**config.mk**
```make
export PLATFORM = sky130hd
export DESIGN_NAME = tlul_simple_host_flat
export DESIGN_NICKNAME = d
export VERILOG_FILES = /design/src/rtl/tlul_simple_host_if.sv /design/src/rtl/tlul_simple_host.sv /design/src/flat_wrapper.sv
export SDC_FILE = /design/constraint.sdc
export NUM_CORES = 1
export LEC_CHECK = 0
export BUFFER_PORTS_ARGS = -buffer_cell sky130_fd_sc_hd__buf_2
export CAP_MARGIN = 15
export CORE_UTILIZATION = 30
export CTS_CLUSTER_DIAMETER = 30
export DETAILED_ROUTE_END_ITERATION = 10
export PLACE_DENSITY = 0.6
export SETUP_SLACK_MARGIN = 0.1
export SLEW_MARGIN = 5
export SYNTH_ARGS = -nofsm -noshare
export SYNTH_HDL_FRONTEND = slang
export SYNTH_SLANG_ARGS = --single-unit
export TNS_END_PERCENT = 10
```
**constraint.sdc**
```tcl
create_clock -name clk_i -period 5.7 [get_ports clk_i]
set_clock_uncertainty 0.2 [all_clocks]
set_input_delay 0.57 -clock clk_i [delete_from_list [all_inputs] [get_ports clk_i]]
set_output_delay 0.57 -clock clk_i [all_outputs]
set_load 0.02 [all_outputs]
```
**src/rtl/tlul_simple_host_if.sv**
```systemverilog
// Register-access port plus packed TL-UL h2d/d2h buses for tlul_simple_host.
// The master modport is the side that issues requests and plays the TL-UL device; the slave modport is the host adapter.
interface tlul_simple_host_if;
  logic         req_i;
  logic         gnt_o;
  logic         we_i;
  logic [31:0]  addr_i;
  logic [31:0]  wdata_i;
  logic [3:0]   be_i;
  logic         rvalid_o;
  logic [31:0]  rdata_o;
  logic         err_o;
  logic         spurious_o;
  logic [101:0] tl_o;
  logic [67:0]  tl_i;

  modport master (
    output req_i, we_i, addr_i, wdata_i, be_i, tl_i,
    input  gnt_o, rvalid_o, rdata_o, err_o, spurious_o, tl_o
  );

  modport slave (
    input  req_i, we_i, addr_i, wdata_i, be_i, tl_i,
    output gnt_o, rvalid_o, rdata_o, err_o, spurious_o, tl_o
  );
endinterface

```
**src/rtl/tlul_simple_host.sv**
```systemverilog
// TL-UL host adapter: request/grant register port to A-channel, in-order D responses
// with source-ID, opcode and error checking against a small FIFO of issued requests.
module tlul_simple_host #(
  parameter int unsigned MaxOutstanding = 2,
  parameter logic [7:0]  SourceBase     = 8'h00
) (
  input logic                clk_i,
  input logic                rst_ni,
  tlul_simple_host_if.slave  bus
);
  localparam int unsigned IdW  = (MaxOutstanding > 1) ? $clog2(MaxOutstanding) : 1;
  localparam int unsigned CntW = $clog2(MaxOutstanding + 1);
  localparam logic [CntW-1:0] MaxCnt = CntW'(MaxOutstanding);
  localparam logic [IdW-1:0]  LastId = IdW'(MaxOutstanding - 1);
  localparam logic [7:0]      IdMask = 8'((1 << $clog2(MaxOutstanding)) - 1);

  localparam logic [2:0] OpPutFull = 3'd0;
  localparam logic [2:0] OpPutPart = 3'd1;
  localparam logic [2:0] OpGet     = 3'd4;
  localparam logic [2:0] OpAckData = 3'd1;

  logic            r_a_valid;
  logic [2:0]      r_a_opcode;
  logic [1:0]      r_a_size;
  logic [7:0]      r_a_source;
  logic [31:0]     r_a_address;
  logic [3:0]      r_a_mask;
  logic [31:0]     r_a_data;
  logic [IdW-1:0]  r_id;
  logic [IdW-1:0]  r_rd;
  logic [CntW-1:0] r_outstanding;
  logic [8:0]      r_fifo [MaxOutstanding];
  logic            r_rvalid;
  logic [31:0]     r_rdata;
  logic            r_err;
  logic            r_spurious;

  logic        w_a_ready, w_d_valid, w_d_error;
  logic [2:0]  w_d_opcode;
  logic [7:0]  w_d_source;
  logic [31:0] w_d_data;
  logic        w_gnt, w_beat, w_resp_err;
  logic [7:0]  w_src;
  logic [8:0]  w_head;
  logic        w_unused_d;

  assign w_a_ready  = bus.tl_i[0];
  assign w_d_error  = bus.tl_i[1];
  assign w_d_data   = bus.tl_i[49:18];
  assign w_d_source = bus.tl_i[58:51];
  assign w_d_opcode = bus.tl_i[66:64];
  assign w_d_valid  = bus.tl_i[67];
  assign w_unused_d = ^{bus.tl_i[63:59], bus.tl_i[50], bus.tl_i[17:2]};

  assign w_gnt  = bus.req_i & ~r_a_valid & (r_outstanding < MaxCnt);
  assign w_beat = w_d_valid & (r_outstanding != '0);
  assign w_src  = (SourceBase & ~IdMask) | {{(8 - IdW){1'b0}}, r_id};
  assign w_head = r_fifo[r_rd];

  // FIFO entry is {we, source}; a read must see AccessAckData, a write AccessAck.
  assign w_resp_err = w_d_error | (w_d_source != w_head[7:0]) | (w_d_opcode[2:1] != 2'b00)
                    | (w_d_opcode[0] == w_head[8]);

  always_ff @(posedge clk_i or negedge rst_ni) begin
    if (!rst_ni) begin
      r_a_valid     <= 1'b0;
      r_a_opcode    <= '0;
      r_a_size      <= '0;
      r_a_source    <= '0;
      r_a_address   <= '0;
      r_a_mask      <= '0;
      r_a_data      <= '0;
      r_id          <= '0;
      r_rd          <= '0;
      r_outstanding <= '0;
      for (int i = 0; i < int'(MaxOutstanding); i++) r_fifo[i] <= '0;
      r_rvalid      <= 1'b0;
      r_rdata       <= '0;
      r_err         <= 1'b0;
      r_spurious    <= 1'b0;
    end else begin
      if (w_gnt) begin
        r_a_valid   <= 1'b1;
        r_a_opcode  <= !bus.we_i ? OpGet : (bus.be_i == 4'hF) ? OpPutFull : OpPutPart;
        r_a_size    <= 2'd2;
        r_a_source  <= w_src;
        r_a_address <= {bus.addr_i[31:2], 2'b00};
        r_a_mask    <= bus.we_i ? bus.be_i : 4'hF;
        r_a_data    <= bus.we_i ? bus.wdata_i : 32'h0;
        r_fifo[r_id] <= {bus.we_i, w_src};
        r_id        <= (r_id == LastId) ? '0 : r_id + 1'b1;
      end else if (r_a_valid && w_a_ready) begin
        r_a_valid <= 1'b0;
      end

      case ({w_gnt, w_beat})
        2'b10:   r_outstanding <= r_outstanding + 1'b1;
        2'b01:   r_outstanding <= r_outstanding - 1'b1;
        default: r_outstanding <= r_outstanding;
      endcase

      r_rvalid   <= w_beat;
      r_err      <= w_beat & w_resp_err;
      r_spurious <= w_d_valid & (r_outstanding == '0);
      if (w_beat) begin
        r_rdata <= (w_d_opcode == OpAckData) ? w_d_data : 32'h0;
        r_rd    <= (r_rd == LastId) ? '0 : r_rd + 1'b1;
      end
    end
  end

  assign bus.gnt_o      = w_gnt;
  assign bus.rvalid_o   = r_rvalid;
  assign bus.rdata_o    = r_rdata;
  assign bus.err_o      = r_err;
  assign bus.spurious_o = r_spurious;
  assign bus.tl_o = {r_a_valid, r_a_opcode, 3'b000, r_a_size, r_a_source, r_a_address,
                     r_a_mask, r_a_data, 16'h0000, 1'b1};
endmodule
```
**src/flat_wrapper.sv**
```systemverilog
// flat-port wrapper written by rule: the top's interface ports become plain ports
module tlul_simple_host_flat 
#(
  parameter int unsigned MaxOutstanding = 2,
  parameter logic [7:0]  SourceBase     = 8'h00
)
  (clk_i, rst_ni, bus_req_i, bus_we_i, bus_addr_i, bus_wdata_i, bus_be_i, bus_tl_i, bus_gnt_o, bus_rvalid_o, bus_rdata_o, bus_err_o, bus_spurious_o, bus_tl_o);
  tlul_simple_host_if bus_i ();
  input logic clk_i;
  input logic rst_ni;
  input wire logic [$bits(bus_i.req_i)-1:0] bus_req_i;
  input wire logic [$bits(bus_i.we_i)-1:0] bus_we_i;
  input wire logic [$bits(bus_i.addr_i)-1:0] bus_addr_i;
  input wire logic [$bits(bus_i.wdata_i)-1:0] bus_wdata_i;
  input wire logic [$bits(bus_i.be_i)-1:0] bus_be_i;
  input wire logic [$bits(bus_i.tl_i)-1:0] bus_tl_i;
  output wire logic [$bits(bus_i.gnt_o)-1:0] bus_gnt_o;
  output wire logic [$bits(bus_i.rvalid_o)-1:0] bus_rvalid_o;
  output wire logic [$bits(bus_i.rdata_o)-1:0] bus_rdata_o;
  output wire logic [$bits(bus_i.err_o)-1:0] bus_err_o;
  output wire logic [$bits(bus_i.spurious_o)-1:0] bus_spurious_o;
  output wire logic [$bits(bus_i.tl_o)-1:0] bus_tl_o;
  assign bus_i.req_i = bus_req_i;
  assign bus_i.we_i = bus_we_i;
  assign bus_i.addr_i = bus_addr_i;
  assign bus_i.wdata_i = bus_wdata_i;
  assign bus_i.be_i = bus_be_i;
  assign bus_i.tl_i = bus_tl_i;
  assign bus_gnt_o = bus_i.gnt_o;
  assign bus_rvalid_o = bus_i.rvalid_o;
  assign bus_rdata_o = bus_i.rdata_o;
  assign bus_err_o = bus_i.err_o;
  assign bus_spurious_o = bus_i.spurious_o;
  assign bus_tl_o = bus_i.tl_o;
  tlul_simple_host #(.MaxOutstanding(MaxOutstanding), .SourceBase(SourceBase)) u_core (.clk_i(clk_i), .rst_ni(rst_ni), .bus(bus_i));
endmodule
```
After elaboration in Yosys (flattened, before gate mapping)
Index checks and enable logic that the tools add are counted.
{"block": "word_totals", "elab_cells": 64, "ff_bits": 129, "out_inout_bits": 138}
{"block": "op_classes", "muxes": 16, "n_addsub": 4, "magnitude_cmp": 4, "eq_ne": 6, "bitwise": 11, "n_reduce_logical": 7}
{"operator": "$mux W32", "n": 2}
{"operator": "$mux W9", "n": 4}
{"operator": "$bwmux W18", "n": 1}
{"operator": "$demux W9 S1", "n": 1}
{"operator": "$ne A8 B8 Y1", "n": 1}
{"operator": "$reduce_bool A2 Y1", "n": 4}
{"operator": "$and A1 B1 Y1", "n": 5}
{"operator": "$mux W1", "n": 5}
{"operator": "$eq A4 B4 Y1 const B", "n": 1}
{"operator": "$ge A2 B2 Y1 const B", "n": 2}
{"operator": "$mux W4", "n": 1}
{"operator": "$not A1 Y2", "n": 2}
{"operator": "$pmux W2 S2", "n": 1}
{"operator": "$eq A3 B1 Y1 const B", "n": 1}
{"operator": "$mux W3", "n": 1}
{"operator": "$or A1 B1 Y1", "n": 3}
{"operator": "$add A1 B1 Y1 const B", "n": 2}
{"operator": "$add A2 B1 Y2 const B", "n": 1}
{"operator": "$eq A2 B1 Y1 const B", "n": 1}
{"operator": "$eq A2 B2 Y1 const B", "n": 1}
{"operator": "$logic_and A1 B1 Y1", "n": 2}
{"operator": "$logic_not A2 Y1", "n": 1}
{"operator": "$lt A2 B1 Y1 const B", "n": 1}
{"operator": "$lt A2 B2 Y1 const B", "n": 1}
{"operator": "3 further kinds", "n": 3}

Logic depth before layout (Yosys ltp)
{"block": "logic_depth", "word_depth": 9, "depth_mapped": 7, "ltp_nobuf": 6}

Worst setup path after synthesis
No wires, ideal clock.
{"block": "synth_timing", "kind": "in2out", "from": "in bus_req_i", "to": "out bus_gnt_o", "n_path_buf": 2, "setup_slack_ns": 3.756, "t_required_ns": 4.930, "path_stages": 3, "t_arrival_ns": 1.174, "path_cell_list": "nor3b_2 buf_2 buf_2"}
{"block": "synth_via", "elab_chain_len": 2}
{"item": "from (decl)", "line": "flat_wrapper.sv:11", "text": "input wire logic [$bits(bus_i.req_i)-1:0] bus_req_i;"}
{"item": "$and A1 B1 Y1 (2 in a row)", "line": "tlul_simple_host.sv:55", "text": "assign w_gnt = bus.req_i & ~r_a_valid & (r_outstanding < MaxCnt);"}
{"item": "to (decl)", "line": "flat_wrapper.sv:17", "text": "output wire logic [$bits(bus_i.gnt_o)-1:0] bus_gnt_o;"}
Every way passes these cells.

Worst setup path after layout
{"block": "layout_timing", "from": "reg u_core.r_outstanding[1]", "to": "out bus_gnt_o"}
{"block": "layout_via", "elab_chain_len": 2}
{"item": "from (decl)", "line": "tlul_simple_host.sv:31", "text": "logic [CntW-1:0] r_outstanding;"}
{"item": "from (signal assigned)", "line": "tlul_simple_host.sv:97", "text": "2'b10: r_outstanding <= r_outstanding + 1'b1;"}
{"item": "from (signal assigned)", "line": "tlul_simple_host.sv:98", "text": "2'b01: r_outstanding <= r_outstanding - 1'b1;"}
{"item": "from (signal assigned)", "line": "tlul_simple_host.sv:99", "text": "default: r_outstanding <= r_outstanding;"}
{"item": "$lt A2 B2 Y1", "line": "tlul_simple_host.sv:55"}
{"item": "$and A1 B1 Y1", "line": "tlul_simple_host.sv:55"}
Every way passes these cells.

==> impl_metrics.json <==
{
  "synth_cell_types": 30,
  "irDropWorstVdd_uv": 223,
  "p_switching_mw": 1.29,
  "end_kind": "output port",
  "numCtsBuffers": 17,
  "n_antenna_cell": 0,
  "finalHoldViolations": 0,
  "nNetsFinal": 801,
  "clkPwrFrac_pct": 28.5,
  "clock_sinks": 114,
  "yosysSeqAreaShare_pct": 62.3,
  "dp_slack_ns": 3.14,
  "p_seq_share_pct": 37.3,
  "netlist_instances": 441,
  "clkLatencyLatePin_ns": 0.41,
  "setup_slack_ns": 2.90,
  "critPathMaxStageDelay_ns": 0.58,
  "fillers": 1436,
  "max_freq_ghz": 0.357,
  "synth_top_cell_area_share_pct": 62.3,
  "die-height_um": 126,
  "synth-main-ff-cell": "dfrtp_1",
  "maxSlewHeadroom_pct": 44.6,
  "clk_path_buf_depth": 2,
  "power_density_nw_per_um2": 539,
  "firstDrtPassIters": 9,
  "detail_route.wl_per_cell_um": 13.5,
  "synthArstFlopShare_pct": 100,
  "arrival_ns": 2.03,
  "cap_violations": 0,
  "drc": 21,
  "holdWs_ns": 0.129,
  "vias": 3737,
  "std_cell_rows": 44,
  "final-max-slew-violation-count": 0,
  "slowest_stage": "buf_4",
  "cts-root-buf": "clkbuf_16",
  "status": "complete, but fails checks",
  "core_region_area_um2": 14700,
  "power_mw": 3.37,
  "grtUsageTotal_pct": 15.5,
  "leakage_nw": 3.60,
  "swShare_pct": 38.3,
  "worstMarginPinSlew_ns": 0.831,
  "holdPathStages": 2,
  "antenna_found_initial": 0,
  "die_x_um": 126,
  "crit_required_ns": 4.93,
  "violations": "design-rule violations",
  "place_congestion": 0.718,
  "worst_r2r_path_depth": 4,
  "cts_resized": 0,
  "setup_violations": 0,
  "portBuffers": 222,
  "post_route_cells_drive_above_1_share_pct": 38.6,
  "fin_util_pct": 42.6,
  "ys_ff_latch": 114,
  "finalSetupTns_ns": 0,
  "tritoncts": "yes",
  "yosysTopAreaCell": "dfrtp_1",
  "holdCritPathClass": "in2reg",
  "path_class": "reg2out",
  "io_pins": 278,
  "start_util_pct": 31.2,
  "min_period_ns": 2.80,
  "path_max_fanout": 73,
  "ys_warn_count": 0,
  "dieArea_um2": 15800,
  "cts_setup_buffers": 0,
  "drt_iter0_drc": 180,
  "hold_buffers": 1,
  "rsz0062_at_grt": "no",
  "post-dp-hpwl_um": 8000,
  "ant_nets": 0,
  "cts.clk_slew.worst_paths_ns": 0.05,
  "synth_area_um2": 4580,
  "grt_pass1_vias": 3848,
  "viasPerCell": 4.36,
  "syn_area_per_cell_um2": 10.4,
  "htreeDepth": 4,
  "finalCritPeriodShare_pct": 49.1,
  "crit_chain": "nor3b_4, buf_4, buf_2",
  "crit_path_start_kind": "flip-flop",
  "grt_max_degree": 74,
  "wl_um": 11500,
  "syn_to_final_growth_pct": 36.6,
  "p_int_mw": 2.08,
  "grt_pass1_wl_um": 18900,
  "combPwrFrac_pct": 34.2,
  "netlist_top_cells_area": "dfrtp_1, nand2_1, a22o_1",
  "overflow": 0,
  "synth_edf_count": 0
}
## layer usage
layer | routed length [um] | track usage [%] | vias to the layer above
met5 | 0 | 0 | -
met4 | 150 | 6.67 | 0
met3 | 943 | 5.52 | 12
li1 | - | - | 1812
met1 | 4830 | 17.9 | 1746
met2 | 5610 | 25.9 | 167
## cells in the mapped netlist, types with 2 or more instances
| cell | n |
|---|---|
| xnor2_1 | 5 |
| mux2i_1 | 2 |
| nand3_1 | 33 |
| dfrtp_1 | 114 |
| nand2_1 | 160 |
| nand2b_1 | 2 |
| conb_1 | 2 |
| a31oi_1 | 5 |
| nor2_1 | 6 |
| clkbuf_1 | 11 |
| xor2_1 | 2 |
| buf_4 | 32 |
| buf_2 | 10 |
| buf_6 | 3 |
| or4_1 | 2 |
| inv_1 | 6 |
| a22o_1 | 32 |
| mux2_1 | 2 |
## placed cells by master, fill, tap and decap left out, types with 2 or more instances in the layout
cell type,instances
a22o_1,32
a31oi_1,5
buf_2,221
buf_4,6
clkbuf_1,3
clkbuf_16,17
clkinv_2,7
clkinvlp_4,2
conb_1,31
dfrtp_1,114
inv_1,6
mux2_1,2
mux2i_1,2
nand2_1,160
nand2b_1,2
nand3_1,33
nor2_1,6
or4_1,2
xnor2_1,5
xor2_1,2
## stage by stage
stage | std cells | cell area [um^2]
CTS | 857 | 6260
global route | 857 | 6260
floorplan | 470 | 4690
global placement | 824 | 5710
finish | 857 | 6260
detailed placement | 824 | 5710
## power by group through the flow
stage	combinational [mW]	clock [mW]	sequential [mW]
2_1_floorplan	0.445	0	1.57
3_3_place_gp	1.16	0	1.25
3_5_place_dp	1.18	0	1.27
4_1_cts	1.18	0.992	1.26
5_1_grt	1.27	1.03	1.30
6_report	1.15	0.960	1.26
## critical path: cells and delay by family (launching register included)
family | cells | cell delay, ns
buffers and inverters | 2 | 0.87
flip-flops | 1 | 0.45
AND/OR/NAND/NOR | 1 | 0.22
## sequential cells by signal (all words and copies together), names as in the netlist
signal                 cells
u_core.bus.spurious_o      1
u_core.r_fifo              4
u_core.bus.rvalid_o        1
u_core.r_id                1
u_core.r_rd                1
u_core.r_a_address        30
u_core.bus.err_o           1
u_core.r_a_size            1
u_core.r_a_opcode          2
u_core.r_a_data           32
u_core.bus.rdata_o        32
u_core.r_a_mask            4
u_core.r_a_source          1
u_core.r_a_valid           1
u_core.r_outstanding       2
## area by class of cell
type	count	area [um^2]	share of cell area, %
clock buffers	21	450	7.20
clock inverters	11	88.8	1.42
inverters	7	26.3	0.420
multi-input cells	292	1450	23.1
flip-flops and latches	114	2850	45.6
well taps	184	230	3.68
repair buffers	228	1160	18.6
## worst paths after layout
| path | endpoint | slack, ns | start |
|---|---|---|---|
| worst max-delay path | bus_gnt_o | 2.90 | u_core.r_outstanding[1]$_DFFE_PN0P_ |
| max in group asynchronous | u_core.r_a_source[0]$_DFFE_PN0N_ | 3.47 | rst_ni |
| worst max register to register | u_core.r_fifo[8]$_DFFE_PN0P_ | 3.50 | u_core.r_outstanding[1]$_DFFE_PN0P_ |
| min in group asynchronous | u_core.bus.rdata_o[18]$_DFFE_PN0N_ | 0.51 | rst_ni |
| worst min-delay path | u_core.r_a_valid$_DFFE_PN0P_ | 0.13 | bus_tl_i[0] |
| worst min register to register | u_core.r_a_size[1]$_DFFE_PN0N_ | 0.26 | u_core.r_a_size[1]$_DFFE_PN0N_ |
## cell families (layout without fill, tap and decap cells)
| family | after synthesis | count (layout) | share of synthesized area (%) |
|---|---|---|---|
| other | 2 | 31 | 0.164 |
| DFF | 114 | 114 | 62.3 |
| adders and majority gates | 1 | 1 | 0.273 |
| and+or+nand+nor | 209 | 209 | 19.2 |
| AOI/OAI and AO/OA | 40 | 40 | 7.21 |
| xor gates and xnor gates | 7 | 7 | 1.34 |
| buffers and inverters | 64 | 267 | 8.63 |
| muxes | 4 | 4 | 0.929 |
Power figures use the tool's default switching activity.
